==> src/rtl/kbd_input_controller.sv <==
// kbd_input_controller: turns raw PS/2 Set-2 bytes into a decimal word for
// the CPU's keyboard IN instruction. Break (F0) and extended (E0) sequences
// are filtered out, make codes go through an external registered decoder,
// and digits accumulate until Enter completes the entry.
module kbd_input_controller #(
  parameter int DATA_W     = 32,
  parameter int MAX_DIGITS = 9
) (
  input  logic              clk,
  input  logic              rst_n,
  input  logic              scan_valid,
  input  logic [7:0]        scan_byte,
  output logic [7:0]        dec_scan,
  input  logic [7:0]        dec_ascii,
  input  logic              in_req,
  output logic              in_valid,
  output logic [DATA_W-1:0] in_data,
  input  logic              in_ack,
  output logic              busy,
  output logic [3:0]        digit_cnt,
  output logic              overrun
);

  typedef enum logic [2:0] {
    IDLE     = 3'd0,
    WAIT_KEY = 3'd1,
    DEC_WAIT = 3'd2,
    EVAL     = 3'd3,
    DONE     = 3'd4
  } state_t;

  localparam logic [7:0] BYTE_BREAK = 8'hF0;
  localparam logic [7:0] BYTE_EXT   = 8'hE0;
  localparam logic [7:0] ASCII_CR   = 8'h0D;

  state_t            state_reg, state_next;
  logic [7:0]        dec_scan_reg, dec_scan_next;
  logic              in_valid_reg, in_valid_next;
  logic [DATA_W-1:0] in_data_reg, in_data_next;
  logic [DATA_W-1:0] acc_reg, acc_next;
  logic [3:0]        digit_cnt_reg, digit_cnt_next;
  logic              overrun_reg, overrun_next;
  logic              brk_flag_reg, brk_flag_next;
  logic              ext_flag_reg, ext_flag_next;

  logic              is_digit;
  logic [7:0]        digit_val;

  assign is_digit  = (dec_ascii >= 8'h30) && (dec_ascii <= 8'h39);
  assign digit_val = dec_ascii - 8'h30;

  // State and datapath registers; asynchronous reset clears everything.
  always_ff @(posedge clk or negedge rst_n) begin
    if (!rst_n) begin
      state_reg     <= IDLE;
      dec_scan_reg  <= 8'h00;
      in_valid_reg  <= 1'b0;
      in_data_reg   <= '0;
      acc_reg       <= '0;
      digit_cnt_reg <= 4'd0;
      overrun_reg   <= 1'b0;
      brk_flag_reg  <= 1'b0;
      ext_flag_reg  <= 1'b0;
    end else begin
      state_reg     <= state_next;
      dec_scan_reg  <= dec_scan_next;
      in_valid_reg  <= in_valid_next;
      in_data_reg   <= in_data_next;
      acc_reg       <= acc_next;
      digit_cnt_reg <= digit_cnt_next;
      overrun_reg   <= overrun_next;
      brk_flag_reg  <= brk_flag_next;
      ext_flag_reg  <= ext_flag_next;
    end
  end

  // Next-state and datapath updates; every register holds unless changed.
  always_comb begin
    state_next     = state_reg;
    dec_scan_next  = dec_scan_reg;
    in_valid_next  = in_valid_reg;
    in_data_next   = in_data_reg;
    acc_next       = acc_reg;
    digit_cnt_next = digit_cnt_reg;
    overrun_next   = overrun_reg;
    brk_flag_next  = brk_flag_reg;
    ext_flag_next  = ext_flag_reg;

    case (state_reg)
      IDLE: begin
        // Bytes arriving here (including the accept cycle) are simply ignored.
        if (in_req) begin
          state_next     = WAIT_KEY;
          acc_next       = '0;
          digit_cnt_next = 4'd0;
          brk_flag_next  = 1'b0;
          ext_flag_next  = 1'b0;
          overrun_next   = 1'b0;
        end
      end

      WAIT_KEY: begin
        if (scan_valid) begin
          if (scan_byte == BYTE_BREAK) begin
            brk_flag_next = 1'b1;
          end else if (scan_byte == BYTE_EXT) begin
            ext_flag_next = 1'b1;
          end else if (brk_flag_reg || ext_flag_reg) begin
            // Release code or extended key (incl. E0 F0 xx): swallow it.
            brk_flag_next = 1'b0;
            ext_flag_next = 1'b0;
          end else begin
            dec_scan_next = scan_byte;
            state_next    = DEC_WAIT;
          end
        end
      end

      DEC_WAIT: begin
        // Decoder registers dec_scan during this cycle.
        if (scan_valid) overrun_next = 1'b1;
        state_next = EVAL;
      end

      EVAL: begin
        if (scan_valid) overrun_next = 1'b1;
        state_next = WAIT_KEY;
        if (is_digit) begin
          if (digit_cnt_reg < 4'(MAX_DIGITS)) begin
            acc_next       = acc_reg * DATA_W'(10) + DATA_W'(digit_val);
            digit_cnt_next = digit_cnt_reg + 4'd1;
          end
        end else if ((dec_ascii == ASCII_CR) && (digit_cnt_reg != 4'd0)) begin
          in_data_next  = acc_reg;
          in_valid_next = 1'b1;
          state_next    = DONE;
        end
      end

      DONE: begin
        if (scan_valid) overrun_next = 1'b1;
        if (in_ack) begin
          in_valid_next = 1'b0;
          state_next    = IDLE;
        end
      end

      default: state_next = IDLE;
    endcase
  end

  assign dec_scan  = dec_scan_reg;
  assign in_valid  = in_valid_reg;
  assign in_data   = in_data_reg;
  assign busy      = (state_reg != IDLE);
  assign digit_cnt = digit_cnt_reg;
  assign overrun   = overrun_reg;

endmodule

==> config.mk <==
export PLATFORM = sky130hd
export DESIGN_NAME = kbd_input_controller
export DESIGN_NICKNAME = d
export VERILOG_FILES = /design/src/rtl/kbd_input_controller.sv
export SDC_FILE = /design/constraint.sdc
export NUM_CORES = 1
export LEC_CHECK = 0
export BUFFER_PORTS_ARGS = -buffer_cell sky130_fd_sc_hd__clkbuf_2
export CAP_MARGIN = 15
export CORE_UTILIZATION = 65
export CTS_CLUSTER_SIZE = 25
export DETAILED_ROUTE_END_ITERATION = 10
export HOLD_SLACK_MARGIN = 0.1
export PLACE_DENSITY = 0.87
export SYNTH_ARGS = -nofsm -noshare
export SYNTH_HDL_FRONTEND = slang
export SYNTH_SLANG_ARGS = --single-unit
==> constraint.sdc <==
create_clock -name clk -period 11.4 [get_ports clk]
set_clock_uncertainty 0.05 [all_clocks]
set_input_delay 1.71 -clock clk [delete_from_list [all_inputs] [get_ports clk]]
set_output_delay 1.71 -clock clk [all_outputs]
set_load 0.01 [all_outputs]
==> results.py, run 1 <==
metrics = {
    "outcome": {
        "status": "complete, no violations",
    },
    "cells_and_area": {
        "final_nets": 798,
        "fin_cells": 843,
        "antenna_cells": 0,
        "area_growth_pct": 10.1,
        "layout-drive-gt1-share_pct": 21.8,
    },
    "global_routing": {
        "grt_use_total_pct": 32.0,
        "grt_overflow": 0,
        "grt_start_max_net_pins": 65,
        "antenna_found_initial": 0,
        "grt_pass1_wl_mm": 25.0,
        "grt_pass1_vias": 5170,
    },
    "die": {
        "dieArea_um2": 10000,
        "coreArea_um2": 9280,
        "initial_utilization_pct": 67.5,
        "chipHeight_um": 100,
        "boundaryPins": 68,
        "die_x_um": 100,
        "rows": 35,
    },
    "place": {
        "post-dp-hpwl_mm": 11.4,
        "gp_congestion": 0.977,
        "port-buffer-count": 67,
        "dp_cells": 827,
    },
    "worst_setup_path": {
        "crit_family": "simple AND/OR/NAND/NOR gates",
        "max_stage_delay_ns": 0.43,
        "cp-end-kind": "flip-flop",
        "startpoint_type": "input pin",
        "worst_ep_required_time_ns": 11.61,
        "path_cells": "clkbuf_2 -> ha_1 -> xnor2_1 -> ha_1 -> nand3_1 -> a21oi_1 -> o211ai_1 -> nor4b_4 -> nand2_1 -> or3_1 -> nor4_1 -> xor2_1 -> o21ai_1",
        "crit_buf_inv": 1,
        "path_max_fanout": 4,
        "arrival_ns": 4.69,
        "cp_slowest_cell": "or3_1",
        "worstSetupPathType": "input pin to flip-flop",
        "crit_path_frequent_cell": "ha_1",
    },
    "cts": {
        "path_clk_slew_ns": 0.10,
        "cts_tree": "yes",
        "post_cts_buffers": 0,
        "clk_latency_ns": 0.38,
        "numCtsBuffers": 9,
        "clock_sink_count": 83,
        "cts_buffer_depth": 2,
        "cts-root-buf": "clkbuf_8",
        "cts_resized": 0,
        "htreeDepth": 3,
        "holdBufCountCts": 0,
    },
    "hold_path": {
        "worstHoldPathType": "flip-flop to flip-flop",
    },
    "logic_synthesis": {
        "yosys_register_bits": 83,
        "synth.net_count": 745,
        "synth_warnings": 0,
        "syn_inst": 656,
        "synth_ff_type": "dfrtp_1",
        "synth_area_um2": 6270,
        "yosysSeqAreaShare_pct": 33.1,
        "async_flop_share_pct": 100,
        "avgSynthCellArea_um2": 9.56,
        "synth_edf_count": 0,
        "synth_common_cells": "dfrtp_1 (83), ha_1 (66), nand2_1 (61)",
        "yosysTopAreaCell": "dfrtp_1",
        "netlist.area_leader.share_pct": 33.1,
        "yosysMostFrequentCell": "dfrtp_1",
        "synth_cell_types": 69,
        "yosys-top-cells-area": "dfrtp_1 (33%), ha_1 (13%), mux2_2 (7.2%)",
    },
    "power_and_ir_drop": {
        "leakage_uw": 0.00341,
        "p_total_uw": 939,
        "ir_drop_mv": 0.128,
        "p_per_area_nw_per_um2": 136,
    },
    "sta": {
        "setup_viol_count_final": 0,
        "hold_viol_final": 0,
        "rsz0062_at_grt": "no",
        "max_slew.worst_pin.slew_ns": 0.970,
        "period_needed_ns": 4.48,
        "slew_violations": 0,
        "finalCritPeriodShare_pct": 39.3,
        "tns_ns": 0,
        "relSlewSlack_pct": 35.2,
        "max_freq_mhz": 223,
    },
    "flow_run": {
        "drv_cap": 0,
    },
    "detailed_routing": {
        "drt-vias-per-instance": 6.37,
        "wl_per_cell_um": 18.2,
        "num_vias": 5369,
        "postRouteAntennaNets": 0,
        "drtPass1Iterations": 5,
        "routed_wl_mm": 15.4,
        "drt-initial-drc-count": 279,
        "drc_errors": 0,
    },
}
==> area by class of cell <==
type	count	area, µm²
multi-input combinational	528	4010
fill	691	2380
sequential	83	2080
timing repair buffer	71	368
tap	129	161
clock buffer	9	124
clock inverter	7	105
inverter	16	60.1
==> worst min-delay path, delay by kind of cell (launching register included) <==
| family | cells | cell delay [ns] |
|---|---|---|
| and+or+nand+nor | 1 | 0.05 |
| AOI/OAI and AO/OA | 1 | 0.07 |
| DFF | 1 | 0.36 |
==> routing by layer <==
metal / track usage [%] / wire, µm
met1: 39.3 / 6430
met2: 55.1 / 7530
met3: 5.15 / 856
met4: 14.6 / 552
met5: 0 / 0
==> where the power goes <==
group	total (µW)	internal, µW	switching, µW
sequential	368	329	38.6
combinational	318	134	184
clock	254	127	127
total	939	590	349
==> placed cells by master (no fill, tap or decap), types with 5 or more instances in the layout <==
| master | netlist | routed |
|---|---|---|
| o21ai_1 | 15 | 15 |
| a21oi_1 | 46 | 46 |
| mux2_2 | 40 | 40 |
| inv_1 | 16 | 16 |
| nand3_1 | 25 | 25 |
| nand2_1 | 61 | 61 |
| clkbuf_2 | 0 | 66 |
| or3_1 | 10 | 10 |
| buf_4 | 1 | 5 |
| nor4_2 | 5 | 5 |
| xor2_1 | 18 | 18 |
| o21bai_1 | 6 | 6 |
| o31ai_1 | 5 | 5 |
| o21ai_0 | 39 | 39 |
| nor3_1 | 9 | 9 |
| nor2_1 | 32 | 31 |
| a21o_1 | 12 | 12 |
| dfrtp_1 | 83 | 83 |
| nand4_1 | 10 | 10 |
| o211ai_1 | 9 | 9 |
| and2_1 | 6 | 6 |
| a211oi_1 | 7 | 7 |
| clkbuf_8 | 0 | 9 |
| ha_1 | 66 | 66 |
| xnor2_1 | 30 | 30 |
==> worst paths after layout <==
kind | cells after the start | slack (ns) | to | start
min | 2 | 0.46 | dec_scan[4] | dec_scan[4]
min in group asynchronous | 1 | 1.15 | in_data[14] | rst_n
max | 13 | 6.92 | acc_reg[29] | dec_ascii[4]
min reg2reg | 2 | 0.46 | dec_scan[4] | dec_scan[4]
max in group asynchronous | 2 | 9.06 | acc_reg[12] | rst_n
max reg2reg | 14 | 7.02 | acc_reg[29] | acc_reg[1]
==> cells by family (layout without fill, tap and decap cells) <==
kind of cell | count (synthesis) | count (layout) | synth area share, %
mux | 44 | 44 | 7.82
simple gates | 189 | 189 | 16.5
flops | 83 | 83 | 33.1
buf+inv | 45 | 103 | 3.01
compound gates | 179 | 179 | 19.0
fa+ha+maj | 68 | 68 | 13.8
xor+xnor | 48 | 48 | 6.71
==> through the flow <==
| step | hold slack (ns) | area, µm² | util, % | setup slack (ns) |
|---|---|---|---|---|
| 4_1_cts | 0.464 | 6900 | 74.3 | 6.99 |
| 5_1_grt | 0.474 | 6900 | 74.3 | 6.68 |
| 2_1_floorplan | 0.405 | 6270 | - | 7.06 |
| 6_report | 0.458 | 6900 | 74.3 | 6.92 |
| 3_5_place_dp | 0.443 | 6670 | 71.9 | 6.60 |
| 3_3_place_gp | 0.415 | 6670 | 71.9 | 6.80 |
No activity file was read; power rests on OpenSTA's default activity.
==> inputs of run 2 (changes only) <==
- ABC_AREA: unset -> 1
- CORE_UTILIZATION: 65 -> 61
- PLACE_DENSITY: 0.87 -> 0.82
- clock period: 11.4 -> 4.3 ns (I/O delays scaled with it)
==> run 2 against run 1 <==
  * Synthesized cell count is 57% higher
  * Clock power grew to 3.3 times the previous value
  * Core utilization is 4.0 points lower
  * Area after synthesis is 9.8% higher
  * Sequential power grew to 2.8 times the previous value
  * Sequential share of layout area is 3.1 points lower
  * Critical path depth is 3 higher
==> results.py, run 2 <==
metrics = {
    "cts": {
        "htreeDepth": 3,
        "clock_sink_count": 83,
        "cts_tree": "yes",
        "clk_latency_ns": 0.34,
        "cts_buffer_depth": 2,
        "cts_resized": 0,
        "cts-root-buf": "clkbuf_16",
        "numCtsBuffers": 9,
        "post_cts_buffers": 0,
        "holdBufCountCts": 0,
        "path_clk_slew_ns": 0.06,
    },
    "cells_and_area": {
        "layout_common_cells": "nand2_1 (358), inv_1 (159), dfrtp_1 (83), nand3_1 (69)",
        "area_growth_pct": 11.8,
        "final_common_cell": "nand2_1",
        "final_nets": 1187,
        "layout-drive-gt1-share_pct": 12.7,
        "antenna_cells": 0,
        "fin_cells": 1243,
    },
    "logic_synthesis": {
        "synth_cell_types": 41,
        "yosys_register_bits": 83,
        "syn_inst": 1030,
        "synth_warnings": 0,
        "netlist.area_leader.share_pct": 30.2,
        "async_flop_share_pct": 100,
        "synth_area_um2": 6890,
        "avgSynthCellArea_um2": 6.68,
        "yosys-top-cells-area": "dfrtp_1 (30%), nand2_1 (20%), ha_1 (12%)",
        "yosysSeqAreaShare_pct": 30.2,
        "synth_ff_type": "dfrtp_1",
        "synth_common_cells": "nand2_1 (358), inv_1 (159), dfrtp_1 (83)",
        "yosysMostFrequentCell": "nand2_1",
        "synth_edf_count": 0,
        "yosysTopAreaCell": "dfrtp_1",
        "synth.net_count": 1119,
    },
    "place": {
        "gp_congestion": 0.951,
        "port-buffer-count": 67,
        "dp_cells": 1227,
        "post-dp-hpwl_mm": 14.2,
    },
    "global_routing": {
        "grt_overflow": 0,
        "antenna_found_initial": 0,
        "grt_pass1_wl_mm": 30.2,
        "grt_start_max_net_pins": 84,
        "grt_pass1_vias": 6332,
        "grt_use_total_pct": 33.2,
    },
    "sta": {
        "max_slew.worst_pin.slew_ns": 1.02,
        "max_freq_mhz": 268,
        "relSlewSlack_pct": 31.7,
        "hold_viol_final": 0,
        "period_needed_ns": 3.73,
        "rsz0062_at_grt": "no",
        "setup_viol_count_final": 0,
        "slew_violations": 0,
        "tns_ns": 0,
        "finalCritPeriodShare_pct": 86.7,
    },
    "detailed_routing": {
        "wl_per_cell_um": 14.8,
        "drt-initial-drc-count": 680,
        "drtPass1Iterations": 6,
        "postRouteAntennaNets": 0,
        "num_vias": 6887,
        "routed_wl_mm": 18.4,
        "drc_errors": 0,
        "drt-vias-per-instance": 5.54,
    },
    "die": {
        "boundaryPins": 68,
        "coreArea_um2": 10900,
        "die_x_um": 108,
        "initial_utilization_pct": 63.0,
        "rows": 38,
        "dieArea_um2": 11700,
        "chipHeight_um": 108,
    },
    "worst_setup_path": {
        "cp-end-kind": "flip-flop",
        "arrival_ns": 3.90,
        "path_max_fanout": 6,
        "startpoint_type": "flip-flop",
        "worstSetupPathType": "flip-flop to flip-flop",
        "worst_ep_required_time_ns": 4.47,
    },
    "flow_run": {
        "drv_cap": 0,
    },
    "outcome": {
        "status": "complete, no violations",
    },
    "hold_path": {
        "worstHoldPathType": "flip-flop to flip-flop",
    },
    "power_and_ir_drop": {
        "p_per_area_nw_per_um2": 443,
        "leakage_uw": 0.00438,
        "ir_drop_mv": 0.458,
    },
}
[run 2: changes by cell type after synthesis, moves of 17 or more]
| cell | previous run | this run |
|---|---|---|
| mux2_2 | 40 | 2 |
| inv_1 | 16 | 159 |
| o21ai_0 | 39 | 56 |
| nand3_1 | 25 | 69 |
| nand2_1 | 61 | 358 |
| xnor2_1 | 30 | 4 |
| nor2_1 | 32 | 57 |
[run 2: final cells by class]
type / count / area, µm²
repair buffers: 70 / 360
clock buffers: 12 / 256
clock inverters: 4 / 72.6
well taps: 140 / 175
multi-input cells: 767 / 4130
flip-flops and latches: 83 / 2080
inverters: 167 / 627
fillers: 928 / 3240
[run 2: layer usage]
| metal | global-route usage (%) | vias to the layer above | routed length (µm) |
|---|---|---|---|
| li1 | - | 3439 | - |
| met1 | 46.2 | 3142 | 8530 |
| met2 | 54.7 | 282 | 8250 |
| met3 | 4.04 | 24 | 1340 |
| met4 | 7.83 | 0 | 265 |
| met5 | 0 | - | 0 |
[run 2: cell families after synthesis]
family / count (synthesis) / synth area share (%)
simple gates: 562 / 35.7
buf+inv: 180 / 9.87
compound gates: 125 / 10.1
flops: 83 / 30.2
fa+ha+maj: 68 / 12.6
xor+xnor: 10 / 1.27
mux: 2 / 0.327
[run 2: path summary, 6_finish.rpt]
path                              from  slack (ns)  depth (start not counted)          end
max                         acc_reg[1]        0.57                         16  acc_reg[25]
min                        in_data[30]        0.42                          2  in_data[30]
max reg2reg                 acc_reg[1]        0.57                         16  acc_reg[25]
min reg2reg                in_data[30]        0.42                          2  in_data[30]
max in group asynchronous        rst_n        3.11                          1  acc_reg[27]
min in group asynchronous        rst_n        0.44                          1   in_data[2]
[run 2: metrics by stage]
| step | utilization [%] | hold slack (ns) | power (µW) | setup WS, ns | instance area [µm²] |
|---|---|---|---|---|---|
| after detailed placement | 67.4 | 0.412 | 2510 | 0.710 | 7370 |
| after floorplan | - | 0.299 | 2090 | 1.01 | 6890 |
| after global placement | 67.4 | 0.406 | 2480 | 0.810 | 7370 |
| after global routing | 70.4 | 0.446 | 3640 | 0.335 | 7700 |
| after CTS | 70.4 | 0.428 | 3370 | 0.598 | 7700 |
| final | 70.4 | 0.425 | 3410 | 0.570 | 7700 |
[run 2: worst max-delay path, stage by stage (launching register included)]
cell	delay [ns]
dfrtp_1	0.43
ha_1	0.32
ha_1	0.27
fa_1	0.45
xor2_1	0.17
ha_1	0.39
nand4_1	0.16
nand3_1	0.14
nand2_1	0.10
a21oi_2	0.20
inv_1	0.09
nor2_1	0.22
nand2_1	0.11
nor2_2	0.15
nand3_1	0.11
o211ai_1	0.19
nand2_1	0.07
[run 2: where the power goes]
part	switching [µW]	leakage, µW	internal [µW]
Clock	302	0.000159	539
Sequential	121	0.00113	899
Combinational	1030	0.00309	518
==> inputs of run 3 (changes only) <==
- BUFFER_PORTS_ARGS: -buffer_cell sky130_fd_sc_hd__clkbuf_2 -> unset
- CORE_UTILIZATION: 61 -> 65
- DONT_BUFFER_PORTS: unset -> 1
- PLACE_DENSITY: 0.82 -> 0.85
==> run 3 against run 2 <==
  * Critical path depth grew 2
  * Cell area is 5.9% lower
  * Clock-buffer cell count fell by 2
  * Critical endpoint is now acc_reg[30]
  * Sequential cell count is the same
  * Highest routed layer unchanged
  * Via count decreased by 4.4%
  * Sequential power is 4% higher
  * Clock power decreased by 30%
  * Final cell count decreased by 5.8%
  * Total power is 10% lower
  * Combinational power is 8% lower
  * Worst setup slack improved by 0.071 ns
  * Fmax grew 1.9%
==> results.py, run 3 (synthesis results as in run 2) <==
metrics = {
    "detailed_routing": {
        "num_vias": 6584,
        "drt-vias-per-instance": 5.62,
        "drc_errors": 0,
        "routed_wl_mm": 18.0,
        "drtPass1Iterations": 6,
        "postRouteAntennaNets": 0,
        "drt-initial-drc-count": 533,
        "wl_per_cell_um": 15.4,
    },
    "sta": {
        "setup_viol_count_final": 0,
        "slew_violations": 0,
        "hold_viol_final": 0,
        "relSlewSlack_pct": 46.6,
        "holdWs_ns": 0.121,
        "finalCritPeriodShare_pct": 85.1,
        "setup_slack_ns": 0.640,
        "rsz0062_at_grt": "no",
        "period_needed_ns": 3.66,
        "tns_ns": 0,
        "max_slew.worst_pin.slew_ns": 0.800,
        "max_freq_mhz": 273,
    },
    "cts": {
        "cts_tree": "yes",
        "path_clk_slew_ns": 0.09,
        "cts-root-buf": "clkbuf_8",
        "htreeDepth": 3,
        "post_cts_buffers": 0,
        "clock_sink_count": 83,
        "numCtsBuffers": 9,
        "clk_latency_ns": 0.36,
        "cts_buffer_depth": 2,
    },
    "worst_setup_path": {
        "startpoint_type": "flip-flop",
        "rr_worst_depth": 18,
        "worstSetupPathType": "flip-flop to flip-flop",
        "worst_ep_required_time_ns": 4.51,
        "arrival_ns": 3.87,
        "cp-end-kind": "flip-flop",
        "r2r-end": "acc_reg[30]",
        "path_max_fanout": 6,
        "rrSetupSlack_ns": 0.64,
        "r2r_start": "acc_reg[1]",
    },
    "die": {
        "rows": 37,
        "initial_utilization_pct": 67.0,
        "boundaryPins": 68,
        "chipHeight_um": 105,
        "dieArea_um2": 11000,
        "coreArea_um2": 10300,
        "die_x_um": 105,
    },
    "global_routing": {
        "grt_start_max_net_pins": 84,
        "grt_pass1_wl_mm": 30.2,
        "grt_use_total_pct": 34.7,
        "antenna_found_initial": 0,
        "grt_pass1_vias": 6332,
        "grt_overflow": 0,
    },
    "power_and_ir_drop": {
        "power_frac_seq_pct": 34.4,
        "p_sw_share_pct": 46.3,
        "ir_drop_mv": 0.306,
        "clockPowerShare_pct": 19.3,
        "p_per_area_nw_per_um2": 423,
        "p_total_uw": 3070,
        "p_switching_uw": 1420,
        "power_frac_comb_pct": 46.3,
        "intPower_uw": 1650,
        "leakage_uw": 0.00403,
    },
    "cells_and_area": {
        "fillers": 883,
        "fin_util_pct": 70.5,
        "area_growth_pct": 5.25,
        "final_common_cell": "nand2_1",
        "antenna_cells": 0,
        "final_nets": 1119,
        "layout_common_cells": "nand2_1 (358), inv_1 (159), dfrtp_1 (83), nand3_1 (69), ha_1 (66)",
        "layout-drive-gt1-share_pct": 7.05,
    },
    "outcome": {
        "status": "complete, no violations",
    },
    "hold_path": {
        "worstHoldPathType": "input pin to asynchronous set/reset pin",
    },
    "place": {
        "port-buffer-count": 0,
        "post-dp-hpwl_mm": 14.2,
        "gp_congestion": 0.936,
        "place_ws_ns": 0.687,
    },
    "flow_run": {
        "drv_cap": 0,
    },
}
-- run 3: layer usage --
metal	wire, µm	track usage (%)
met5	0	0
met3	1560	6.55
met2	8050	55.3
met4	344	9.46
met1	8040	48.4
-- run 3: per-stage QoR --
step           area (µm²)  std cells
2_1_floorplan        6890       1030
3_3_place_gp         7010       1154
3_5_place_dp         7010       1154
4_1_cts              7250       1171
5_1_grt              7250       1171
6_report             7250       1171
-- run 3: final cells by class --
cell class	instances	area [µm²]	share of cell area (%)
multi-input combinational	767	4130	57.0
sequential	83	2080	28.7
inverter	167	627	8.65
tap	136	170	2.35
clock buffer	10	138	1.90
clock inverter	6	71.3	0.984
timing repair buffer	2	35.0	0.483
-- run 3: worst max-delay path by stage --
stage | start | end | slack (ns) | cells past startpoint
after floorplan | acc_reg[1] | acc_reg[26] | 1.01 | 18
after global placement | acc_reg[1] | acc_reg[30] | 0.79 | 18
after detailed placement | acc_reg[1] | acc_reg[30] | 0.69 | 18
after CTS | acc_reg[1] | acc_reg[30] | 0.66 | 18
after global routing | acc_reg[1] | acc_reg[30] | 0.30 | 18
final | acc_reg[1] | acc_reg[30] | 0.64 | 18
-- run 3: power groups by stage --
stage               sequential, µW  combinational [µW]  clock, µW
detailed placement            1060                1370          0
CTS                           1050                1400        594
floorplan                     1010                1070          0
global route                  1070                1580        629
global placement              1050                1320          0
finish                        1060                1420        592
-- run 3: repair_timing --
action                     in CTS  in global routing
hold endpoints to repair       83                  0
resized for setup               0                  0
setup endpoints to repair       0                  0
hold buffers                    1                  0
-- run 3: critical path: stages, from the launching register on --
cell	delay, ns
dfrtp_1	0.43
ha_1	0.32
ha_1	0.26
fa_1	0.48
xor2_1	0.18
ha_1	0.37
nand2_1	0.09
nor2_1	0.11
nand2_1	0.07
nand2_1	0.09
nand4_1	0.22
nor2_4	0.22
nand3_4	0.13
nor2_2	0.12
nand2_1	0.06
nor2_1	0.13
nand3_1	0.09
nand3_1	0.08
nand2_1	0.05
